**src/rtl/y86_pkg.sv**
```systemverilog
// rtl/y86_pkg.sv - Y86-64 shared constants: icodes, status encoding, widths, FSM states
package y86_pkg;

  localparam int WORD_W = 64;
  localparam int REG_W  = 4;

  localparam logic [3:0] HALT   = 4'h0;
  localparam logic [3:0] NOP    = 4'h1;
  localparam logic [3:0] CMOVXX = 4'h2;
  localparam logic [3:0] IRMOVQ = 4'h3;
  localparam logic [3:0] RMMOVQ = 4'h4;
  localparam logic [3:0] MRMOVQ = 4'h5;
  localparam logic [3:0] OPQ    = 4'h6;
  localparam logic [3:0] JXX    = 4'h7;
  localparam logic [3:0] CALL   = 4'h8;
  localparam logic [3:0] RET    = 4'h9;
  localparam logic [3:0] PUSHQ  = 4'hA;
  localparam logic [3:0] POPQ   = 4'hB;

  localparam logic [1:0] STAT_AOK = 2'd0;
  localparam logic [1:0] STAT_HLT = 2'd1;
  localparam logic [1:0] STAT_ADR = 2'd2;
  localparam logic [1:0] STAT_INS = 2'd3;

  typedef enum logic [1:0] {
    IDLE = 2'd0,
    REQ  = 2'd1,
    DONE = 2'd2
  } mem_state_t;

endpackage

```
**src/rtl/mem_op_decode.sv**
```systemverilog
// rtl/mem_op_decode.sv - combinational memory-operation decode for the memory stage
//
// Purpose: classify an icode as read / write / no access, pick address and
// store data, and flag 8-byte accesses that fall outside the data memory.
// Ports:
//   icode      in   instruction code
//   valA       in   register A value (store data or pop/ret address)
//   valE       in   ALU result (address for most accesses)
//   valP       in   next PC (store data for call)
//   is_mem     out  instruction touches data memory
//   is_write   out  access is a store
//   addr       out  byte address of the access
//   wdata      out  store data
//   addr_fault out  access would run past MEM_BYTES (or wrap)
module mem_op_decode
  import y86_pkg::*;
#(
  parameter int MEM_BYTES = 8192
) (
  input  logic [3:0]        icode,
  input  logic [WORD_W-1:0] valA,
  input  logic [WORD_W-1:0] valE,
  input  logic [WORD_W-1:0] valP,
  output logic              is_mem,
  output logic              is_write,
  output logic [WORD_W-1:0] addr,
  output logic [WORD_W-1:0] wdata,
  output logic              addr_fault
);

  localparam logic [WORD_W:0] LIMIT = (WORD_W+1)'(MEM_BYTES);

  logic [WORD_W:0] end_addr;

  always_comb begin
    is_mem   = 1'b0;
    is_write = 1'b0;
    addr     = '0;
    wdata    = '0;
    case (icode)
      RMMOVQ, PUSHQ: begin
        is_mem   = 1'b1;
        is_write = 1'b1;
        addr     = valE;
        wdata    = valA;
      end
      CALL: begin
        is_mem   = 1'b1;
        is_write = 1'b1;
        addr     = valE;
        wdata    = valP;
      end
      MRMOVQ: begin
        is_mem = 1'b1;
        addr   = valE;
      end
      RET, POPQ: begin
        is_mem = 1'b1;
        addr   = valA;
      end
      default: ;
    endcase
  end

  // One extra bit so addresses near 2^64 cannot wrap back into range.
  assign end_addr   = {1'b0, addr} + (WORD_W+1)'(8);
  assign addr_fault = is_mem && (end_addr > LIMIT);

endmodule

```
**src/rtl/memory_stage.sv**
```systemverilog
// rtl/memory_stage.sv - Y86-64 SEQ memory stage with req/ack data bus and valid/ready output
//
// Purpose: accept one executed instruction, perform its data-memory access
// (if any), and present the result to write_back. Halts permanently after
// delivering any non-AOK status until reset.
// Optional build macro: MEM_TIMEOUT_EN - abort a request with ADR when no
//   mem_ack arrives within TIMEOUT_CYCLES cycles.
// Ports:
//   clk, rst_n                    clock, asynchronous active-low reset
//   in_valid/in_ready             upstream handshake
//   icode rA rB valA valE valP    executed instruction fields
//   instr_valid                   0 = illegal instruction from fetch
//   out_valid/out_ready           downstream handshake
//   out_icode out_rA out_rB       registered instruction fields
//   out_valE out_valM out_stat    registered results and status
//   mem_req mem_we mem_addr mem_wdata   data-memory request
//   mem_ack mem_rdata mem_err     data-memory response
module memory_stage
  import y86_pkg::*;
#(
  parameter int MEM_BYTES = 8192
`ifdef MEM_TIMEOUT_EN
  ,
  parameter int TIMEOUT_CYCLES = 255
`endif
) (
  input  logic              clk,
  input  logic              rst_n,
  input  logic              in_valid,
  output logic              in_ready,
  input  logic [3:0]        icode,
  input  logic [REG_W-1:0]  rA,
  input  logic [REG_W-1:0]  rB,
  input  logic [WORD_W-1:0] valA,
  input  logic [WORD_W-1:0] valE,
  input  logic [WORD_W-1:0] valP,
  input  logic              instr_valid,
  output logic              out_valid,
  input  logic              out_ready,
  output logic [3:0]        out_icode,
  output logic [REG_W-1:0]  out_rA,
  output logic [REG_W-1:0]  out_rB,
  output logic [WORD_W-1:0] out_valE,
  output logic [WORD_W-1:0] out_valM,
  output logic [1:0]        out_stat,
  output logic              mem_req,
  output logic              mem_we,
  output logic [WORD_W-1:0] mem_addr,
  output logic [WORD_W-1:0] mem_wdata,
  input  logic              mem_ack,
  input  logic [WORD_W-1:0] mem_rdata,
  input  logic              mem_err
);

  mem_state_t state, state_next;

  logic              halted;
  logic              accept;
  logic              go_req;
  logic [1:0]        pre_stat;

  logic              dec_is_mem;
  logic              dec_is_write;
  logic [WORD_W-1:0] dec_addr;
  logic [WORD_W-1:0] dec_wdata;
  logic              dec_addr_fault;

  logic [3:0]        icode_q;
  logic [REG_W-1:0]  rA_q;
  logic [REG_W-1:0]  rB_q;
  logic [WORD_W-1:0] valE_q;
  logic [WORD_W-1:0] valM_q;
  logic [1:0]        stat_q;
  logic              we_q;
  logic [WORD_W-1:0] addr_q;
  logic [WORD_W-1:0] wdata_q;

`ifdef MEM_TIMEOUT_EN
  localparam logic [7:0] TIMEOUT_LAST = 8'(TIMEOUT_CYCLES - 1);
  logic [7:0] wait_cnt;
  logic       timed_out;
  assign timed_out = (state == REQ) && !mem_ack && (wait_cnt == TIMEOUT_LAST);
`endif

  mem_op_decode #(
    .MEM_BYTES (MEM_BYTES)
  ) u_decode (
    .icode      (icode),
    .valA       (valA),
    .valE       (valE),
    .valP       (valP),
    .is_mem     (dec_is_mem),
    .is_write   (dec_is_write),
    .addr       (dec_addr),
    .wdata      (dec_wdata),
    .addr_fault (dec_addr_fault)
  );

  // Status known before any bus traffic; ordering gives INS > HLT > ADR.
  always_comb begin
    pre_stat = STAT_AOK;
    if (!instr_valid)          pre_stat = STAT_INS;
    else if (icode == HALT)    pre_stat = STAT_HLT;
    else if (dec_addr_fault)   pre_stat = STAT_ADR;
  end

  assign accept = in_valid && in_ready;
  assign go_req = dec_is_mem && (pre_stat == STAT_AOK);

  // State register
  always_ff @(posedge clk or negedge rst_n) begin
    if (!rst_n) state <= IDLE;
    else        state <= state_next;
  end

  // Next-state logic
  always_comb begin
    state_next = state;
    case (state)
      IDLE: if (accept) state_next = go_req ? REQ : DONE;
      REQ: begin
        if (mem_ack) state_next = DONE;
`ifdef MEM_TIMEOUT_EN
        else if (timed_out) state_next = DONE;
`endif
      end
      DONE: if (out_ready) state_next = IDLE;
      default: state_next = IDLE;
    endcase
  end

  // Output logic; in_ready is forced low while reset is held.
  always_comb begin
    in_ready  = rst_n && (state == IDLE) && !halted;
    out_valid = (state == DONE);
    mem_req   = (state == REQ);
    mem_we    = mem_req && we_q;
    mem_addr  = mem_req ? addr_q  : '0;
    mem_wdata = mem_req ? wdata_q : '0;
  end

  // Datapath registers
  always_ff @(posedge clk or negedge rst_n) begin
    if (!rst_n) begin
      icode_q <= '0;
      rA_q    <= '0;
      rB_q    <= '0;
      valE_q  <= '0;
      valM_q  <= '0;
      stat_q  <= STAT_AOK;
      we_q    <= 1'b0;
      addr_q  <= '0;
      wdata_q <= '0;
      halted  <= 1'b0;
    end else begin
      case (state)
        IDLE: begin
          if (accept) begin
            icode_q <= icode;
            rA_q    <= rA;
            rB_q    <= rB;
            valE_q  <= valE;
            valM_q  <= '0;
            stat_q  <= pre_stat;
            we_q    <= dec_is_write;
            addr_q  <= dec_addr;
            wdata_q <= dec_wdata;
          end
        end
        REQ: begin
          if (mem_ack) begin
            valM_q <= (mem_err || we_q) ? '0 : mem_rdata;
            stat_q <= mem_err ? STAT_ADR : STAT_AOK;
          end
`ifdef MEM_TIMEOUT_EN
          else if (timed_out) begin
            valM_q <= '0;
            stat_q <= STAT_ADR;
          end
`endif
        end
        DONE: begin
          if (out_ready && (stat_q != STAT_AOK)) halted <= 1'b1;
        end
        default: ;
      endcase
    end
  end

`ifdef MEM_TIMEOUT_EN
  always_ff @(posedge clk or negedge rst_n) begin
    if (!rst_n)              wait_cnt <= '0;
    else if (state == REQ)   wait_cnt <= wait_cnt + 8'd1;
    else                     wait_cnt <= '0;
  end
`endif

  assign out_icode = icode_q;
  assign out_rA    = rA_q;
  assign out_rB    = rB_q;
  assign out_valE  = valE_q;
  assign out_valM  = valM_q;
  assign out_stat  = stat_q;

endmodule

```
**config.mk**
```make
export PLATFORM = sky130hd
export DESIGN_NAME = memory_stage
export DESIGN_NICKNAME = d
export VERILOG_FILES = /design/src/rtl/y86_pkg.sv /design/src/rtl/mem_op_decode.sv /design/src/rtl/memory_stage.sv
export SDC_FILE = /design/constraint.sdc
export NUM_CORES = 1
export LEC_CHECK = 0
export CAP_MARGIN = 20
export CORE_ASPECT_RATIO = 0.5
export CORE_MARGIN = 10
export CORE_UTILIZATION = 50
export CTS_CLUSTER_SIZE = 24
export DETAILED_ROUTE_END_ITERATION = 8
export PLACE_DENSITY = 0.88
export SYNTH_ARGS = -nofsm -noshare
export SYNTH_HDL_FRONTEND = slang
export SYNTH_HIERARCHICAL = 1
export SYNTH_SLANG_ARGS = --single-unit
export TNS_END_PERCENT = 5
```
**constraint.sdc**
```tcl
create_clock -name clk -period 3.5 [get_ports clk]
set_input_delay 0.875 -clock clk [delete_from_list [all_inputs] [get_ports clk]]
set_output_delay 0.875 -clock clk [all_outputs]
set_load 0.01 [all_outputs]
```
[Yosys cells after proc, flatten, opt, wreduce, memory -nomap -nowiden]
Index checks and enable logic that the tools add are counted.
Word-level totals
  RAM bits: 0
  input bits: 275
  bits in read-only memories: 0
  logic and storage cells: 69
  memories: 0
  latch bits: 0
  register bits after elaboration: 274
Operators by class
  muxes and demuxes: 22
  multiply operators: 0
  reduce and logical (&&, ||, !) cells: 23
  divide/modulo/power cells: 0
  bitwise gates (word level): 0
  eq/ne operators: 11
  shift-type cells: 0
  $add $sub $neg: 1
  $lt $le $gt $ge: 1
Operators by type and width (count)
  $pmux 64 s2: 3
  $mux 64: 5
  $add 64x4->65 const B: 1
  $gt 65x14->1 const B: 1
  $mux 2: 10
  $eq 4x4->1 const B: 4
  $eq 4x3->1 const B: 2
  $logic_and 1x1->1: 7
  $pmux 2 s3: 1
  $reduce_and 3->1: 2
  $reduce_or 6->1: 1
  $logic_not 2->1: 2
  $logic_not 4->1: 1
  $ne 2x1->1 const B: 2
  $pmux 2 s2: 1
  $reduce_and 2->1: 2
  $reduce_bool 2->1: 2
  $reduce_or 2->1: 2
  $reduce_or 4->1: 1
  $reduce_or 3->1: 1
  $eq 2x1->1 const B: 1
  $eq 2x2->1 const B: 1
  $mux 1: 2
  $ne 2x2->1 const B: 1
  2 further kinds: 2

[Depth between registers and ports, before layout]
  depth after elaboration: 14
  depth in mapped cells: 20
  depth with buffers taken out: 17

[By module]
Netlist, hierarchy kept.
Modules (own cells, without submodules)
  memory_stage: instances 1, cells each 750, area an instance 11074.4 um2, sequential area each 6856.6 um2
  mem_op_decode: instances 1, cells each 600, area an instance 4473.0 um2, sequential area each 0.0 um2

[Worst setup path before layout]
OpenSTA, ideal clock, no wires.
  path kind: input to register
  from: input port icode[2]
  to: register state[0]
  buffers on the path: 4
  stages: 20
  data required time: 3.390 ns
  library setup time: 0.110 ns
  arrival time: 4.258 ns
  path slack: -0.868 ns
  path through: buf_6 > buf_6 > and3b_1 > buf_6 > nand2_1 > a21boi_4 > inv_1 > ha_1 > nand4_1 > or3_1 > clkbuf_1 > nor4_2 > o2111a_1 > o21a_1 > nand4_1 > nor4_1 > nand4_1 > nand3b_1 > nand2b_1 > o41ai_1
Between the ends
  cells in the longest elaborated chain, start to end: 14
  elaborated cells between the ends (all ways): 23
  classes of those cells: add/sub: 1; order compare: 1; eq/ne: 6; mux: 8; reduce/logical: 7
Ends and longest elaborated chain
  start: declaration: line memory_stage.sv:31  | input logic [3:0] icode,
  $eq 4x3->1 or $eq 4x4->1 (tied branches): line mem_op_decode.sv:40  | case (icode)
  $reduce_or 4->1 (no line) or $reduce_or 2->1 (tied branches)
  $pmux 64 s2 *: line mem_op_decode.sv:40
  named net dec_addr[3]: line memory_stage.sv:64  | logic [WORD_W-1:0] dec_addr;
  $add 64x4->65 *: line mem_op_decode.sv:66  | assign end_addr = {1'b0, addr} + (WORD_W+1)'(8);
  $gt 65x14->1 *: line mem_op_decode.sv:67  | assign addr_fault = is_mem && (end_addr > LIMIT);
  $logic_and 1x1->1 *: line mem_op_decode.sv:67
  named net dec_addr_fault: line memory_stage.sv:66  | logic dec_addr_fault;
  $mux 2 *: line memory_stage.sv:104  | else if (dec_addr_fault) pre_stat = STAT_ADR;
  $mux 2 *: line memory_stage.sv:103  | else if (icode == HALT) pre_stat = STAT_HLT;
  $mux 2 *: line memory_stage.sv:102  | if (!instr_valid) pre_stat = STAT_INS;
  $logic_not 2->1 *: line memory_stage.sv:108  | assign go_req = dec_is_mem && (pre_stat == STAT_AOK);
  $logic_and 1x1->1 *: line memory_stage.sv:108
  $mux 2 * (2 in series): line memory_stage.sv:120  | IDLE: if (accept) state_next = go_req ? REQ : DONE;
  $pmux 2 s3 *: line memory_stage.sv:119  | case (state)
  end signal: assignment: line memory_stage.sv:113  | else state <= state_next;
  end: declaration: line memory_stage.sv:55  | mem_state_t state, state_next;
The timed path passes the listed nets; every way through them passes the cells marked *. The select of a mux whose other input is x is not followed.
A chain may end at the register's enable or synchronous reset.

[Worst setup path after layout]
  from: input port valE[18]
  to: register stat_q[1] (netlist: out_stat[1])
Between the ends
  cells in the longest elaborated chain, start to end: 9
Ends and longest elaborated chain
  start: declaration: line memory_stage.sv:35  | input logic [WORD_W-1:0] valE,
  $pmux 64 s2: line mem_op_decode.sv:40
  named net dec_addr[18]: line memory_stage.sv:64
  $add 64x4->65: line mem_op_decode.sv:66
  $gt 65x14->1: line mem_op_decode.sv:67
  $logic_and 1x1->1: line mem_op_decode.sv:67
  named net dec_addr_fault: line memory_stage.sv:66
  $mux 2: line memory_stage.sv:104
  $mux 2: line memory_stage.sv:103
  $mux 2: line memory_stage.sv:102
  $mux 2: line memory_stage.sv:158  | if (accept) begin
  $pmux 2 s2: line memory_stage.sv:156  | case (state)
  end signal: assignment: line memory_stage.sv:164  | stat_q <= pre_stat;
  end signal: assignment: line memory_stage.sv:173  | stat_q <= mem_err ? STAT_ADR : STAT_AOK;
  end: declaration: line memory_stage.sv:73  | logic [1:0] stat_q;
The timed path passes the listed nets, and every way through them passes these cells. The select of a mux whose other input is x is not followed.

==> results by stage <==
Power:
- The worst-case IR drop observed on VDD is 0.4645 mV.
- The total power per unit cell area is 451.6 nW/um^2.
- Summed over all cells, the static leakage comes to approximately 12 nW.

Global routing:
- The number of antenna violations at the first check in global routing is 13.
- The number of global-route vias before repair is between 15k and 20k.
- The first-pass GRT wire length is about 100 mm.
- The total global routing track utilization is 35.22%.
- Entering global routing, the biggest net connects ~160 pins.
- The aggregate global routing overflow is 0.

Clocking:
- The later-pin clock latency in the skew report is 0.57 ns.
- The total number of clock tree sinks is about 270.
- The clock tree from TritonCTS is built.
- The post-CTS clock slew at the launch and capture registers of the worst setup and hold paths is 0.07 ns.
- The number of buffers created by CTS is 27.
- The cell chosen for the clock root is sky130_fd_sc_hd__clkbuf_16.
- The maximum number of buffers from clock root to sink is 3.
- In this run the number of H-tree levels came out at 1.

Logic synthesis:
- The combined area of all synthesized cells is ~16000 um^2.
- The Yosys step of the flow raised 6 warnings.
- The commonest cells after synthesis are sky130_fd_sc_hd__dfrtp_1 (274), sky130_fd_sc_hd__mux2_1 (151), sky130_fd_sc_hd__a22o_1 (135).
- After synthesis, the mean cell area works out to ~12 um^2.
- The area share of the leading cell type in the synthesized netlist is 44.10%.
- The flip-flop cell with the highest count after synthesis is sky130_fd_sc_hd__dfrtp_1.
- The cell taking the most area after synthesis is sky130_fd_sc_hd__dfrtp_1.
- When the netlist entered floorplanning its net count stood at 1626.
- The synthesized design contains 0 enable-type register cells.
- The async set-reset flop share out of synthesis is 100.0%.
- The flip-flop and latch count after synthesis is about 270.
- The number of unique standard cell types used by synthesis is 82.
- The cell count after synthesis came out at between 1k and 1.5k.
- The library cell with the highest instance count after synthesis is sky130_fd_sc_hd__dfrtp_1.
- Sorting the synthesized cells by area gives the leading types as sky130_fd_sc_hd__dfrtp_1 (44%), sky130_fd_sc_hd__mux2_1 (11%), sky130_fd_sc_hd__a22o_1 (7.6%).
- The sequential-to-total area share from yosys stat is 44.10%.

STA:
- The total count of hold-check failures in the final report was 0.
- The number of failing setup endpoints in the final timing report is 9.
- Measured against its own limit, the worst slew margin works out to between 30% and 40%.
- On the final layout, the worst hold slack is between 0.4 and 0.5 ns.
- The minimum clock period is 4.295 ns.
- The slew at the pin with the worst max-slew slack is 0.9894 ns.
- The total count of max-transition violations in the final report is 0.
- The fmax is 232.9 MHz.
- Setup repair after global routing could not meet its margin everywhere.
- The clock skew is 0.02879 ns.
- Once routing completed, OpenROAD measured the worst setup slack at -0.7946 ns.
- Of the available clock period, the critical path in the final layout requires 122.7%.

Setup path:
- At the worst endpoint, the arrival time is 4.72 ns.
- Across all register-to-register paths, the minimum setup slack is 1.31 ns.
- The worst setup path is of the input pin to register kind.
- Walking the worst path, the cells encountered are clkdlybuf4s50_1 -> and4bb_1 -> a211o_4 -> nand4_1 -> or4_1 -> or4_4 -> nor4bb_2 -> mux2_1 -> o21a_1 -> a21oi_2 -> nand4_1 -> nand2b_1 -> o221ai_2 -> mux2_4.
- Counting cells, the worst reg-to-reg path comes to 5.
- The cell that appears most often on the critical path is sky130_fd_sc_hd__nand4_1.
- The cell with the largest stage delay on the worst path is sky130_fd_sc_hd__or4_4.
- The startpoint identified for the worst register-to-register timing path is state[0]$_DFFE_PN0P_.
- Data on the critical path is required at its endpoint by 3.93 ns.
- The critical path's largest stage delay is 0.56 ns.
- Broken down by cell family, the worst path's largest delay share belongs to simple AND/OR/NAND/NOR gates.
- The number of buffer and inverter stages on the critical path is 1.
- The startpoint kind of the worst setup timing path is an input pin.
- The biggest fanout along the worst timing path is 2.
- The kind of capture point of the worst setup path is a register.
- The worst register-to-register path ends at out_valM[13]$_DFFE_PN0P_.

Die:
- The chip height is 144.7 um.
- The initial core utilization is between 50 and 60%.
- Row generation in the floorplan step produced 45 rows.
- The die covers approximately 39000 um^2.
- In this run the count of I/O pins placed on the die edge is 549.
- The core outline area is 30460 um^2.
- The die width is 269.4 um.

Status:
- The flow ran to the end, but the final reports show violations.
- The final reports fail on setup timing.

Final layout:
- The layout has about 1.8k filler cells.
- Measured on the finished design, the core utilization comes to between 80% and 90%.
- The layout overhead on the synthesized area is 60.86%.
- The filler-free cell count of the finished design is ~2.6k.
- In the final layout, the share of cells above drive strength 1 is 23.85%.
- After the last flow step, the layout net total stands at approximately 2.4k.

Drt:
- The post-detailed-route wirelength per cell is ~28 um.
- Once detail routing completed, the nets flagged for antenna violations numbered 0.
- Using the TritonRoute via totals, the vias-per-cell ratio works out to 6.122.
- In the routed design, unresolved DRC markers number 0.
- In this run, the number of DRC markers left after iteration 0 of detailed routing was just under 2k.
- Summing over every cut layer, the via total after detailed routing is 15.95k.
- The wire length after detailed routing is 73.66 mm.
- The first detailed-routing pass ran for 6 iterations.

Placed design:
- The instance count after placement with tap cells included is 2526.
- The total of buffers placed on input and output ports is between 500 and 600.
- Detailed placement finished with a half-perimeter wire length of 57.10 mm.
- Routability-driven placement finished with a final weighted congestion of 1.038.

Run:
- The max capacitance violation total is 0.

Worst hold path:
- The type of the tightest min-delay check is input pin to asynchronous set/reset pin.
metal layers:
layer  vias up  track usage (%)  wire length (um)
met5         -                0                 0
met4         0            13.32              3292
met3       219            9.615              7553
met2      1054            58.47             34800
met1      7955            43.70             28010
li1       6719                -                 -
cells by family after synthesis:
| group | share of synthesized area (%) |
|---|---|
| AND/OR/NAND/NOR | 20.70 |
| flip-flops | 44.10 |
| AO/OA/AOI/OAI | 13.25 |
| multiplexers | 15.39 |
| buffers and inverters | 5.746 |
| XOR/XNOR | 0.7323 |
| adder cells (fa/ha/maj) | 0.08046 |
placed cells by master (no fill, tap or decap), types with 11 or more instances in the layout:
cell type	n
sky130_fd_sc_hd__a211o_1	11
sky130_fd_sc_hd__a211oi_1	22
sky130_fd_sc_hd__a22o_1	135
sky130_fd_sc_hd__and2_1	134
sky130_fd_sc_hd__and3_1	14
sky130_fd_sc_hd__and4b_1	35
sky130_fd_sc_hd__buf_12	22
sky130_fd_sc_hd__buf_4	303
sky130_fd_sc_hd__clkbuf_16	29
sky130_fd_sc_hd__clkdlybuf4s50_1	507
sky130_fd_sc_hd__dfrtp_1	274
sky130_fd_sc_hd__diode_2	14
sky130_fd_sc_hd__dlygate4sd2_1	22
sky130_fd_sc_hd__dlymetal6s2s_1	14
sky130_fd_sc_hd__inv_1	36
sky130_fd_sc_hd__mux2_1	151
sky130_fd_sc_hd__mux2_2	56
sky130_fd_sc_hd__nand2_1	28
sky130_fd_sc_hd__nand3_1	15
sky130_fd_sc_hd__nand4_1	20
sky130_fd_sc_hd__nand4b_1	16
sky130_fd_sc_hd__nand4bb_1	27
sky130_fd_sc_hd__nor2_1	22
sky130_fd_sc_hd__nor3_1	20
sky130_fd_sc_hd__nor4_1	13
sky130_fd_sc_hd__nor4bb_1	16
sky130_fd_sc_hd__xnor2_1	11
sequential cells by signal, indices dropped and copies added, names as in the netlist:
register / flops
out_valM: 64
addr_q: 64
out_rA: 4
out_valE: 64
out_icode: 4
halted: 1
out_stat: 2
out_rB: 4
we_q: 1
state: 2
wdata_q: 64
where the power goes:
group | switching (W) | internal, W | total (W)
logic | 0.00153 | 0.00203 | 0.00356
registers | 0.000569 | 0.00414 | 0.00471
clock network | 0.00129 | 0.00174 | 0.00303
total | 0.00338 | 0.00791 | 0.0113
worst max-delay path by stage:
stage | from | endpoint | slack (ns) | depth (start not counted)
6_report | valE[18] | out_stat[1]$_DFFE_PN0P_ | -0.79 | 14
4_1_cts | icode[2] | state[0]$_DFFE_PN0P_ | -0.69 | 17
5_1_grt | valE[18] | state[0]$_DFFE_PN0P_ | -0.90 | 15
2_1_floorplan | icode[1] | state[0]$_DFFE_PN0P_ | -0.84 | 14
3_3_place_gp | icode[1] | state[0]$_DFFE_PN0P_ | -1.59 | 16
3_5_place_dp | icode[1] | state[0]$_DFFE_PN0P_ | -1.66 | 16
stage by stage:
step	setup WS, ns	power [W]	instance area [um^2]	setup TNS (ns)
2_1_floorplan	-0.8448	0.005948	15570	-2.325
3_3_place_gp	-1.587	0.007980	23530	-4.583
3_5_place_dp	-1.664	0.008174	23530	-4.786
4_1_cts	-0.6914	0.01124	24560	-1.992
5_1_grt	-0.8976	0.01168	25010	-5.571
6_report	-0.7946	0.01130	25010	-2.398
layout make-up:
| cell class | instances | area [um^2] | area share, % |
|---|---|---|---|
| Timing Repair Buffer | 884 | 8397 | 33.57 |
| Multi-Input combinational cell | 922 | 8137 | 32.53 |
| Sequential cell | 274 | 6857 | 27.42 |
| Clock buffer | 37 | 763.2 | 3.052 |
| Tap cell | 423 | 529.3 | 2.116 |
| Inverter | 43 | 162.7 | 0.6504 |
| Clock inverter | 8 | 130.1 | 0.5203 |
| Antenna cell | 14 | 35.03 | 0.1401 |
repair_timing:
item | CTS | global route
gates resized for setup | 46 | 62
hold buffers | 0 | 0
buffers inserted | 8 | 10
pin swaps | 16 | 21
gates cloned | 0 | 2
setup endpoints to repair | 7 | 56
(Power assumes the default switching activity.)
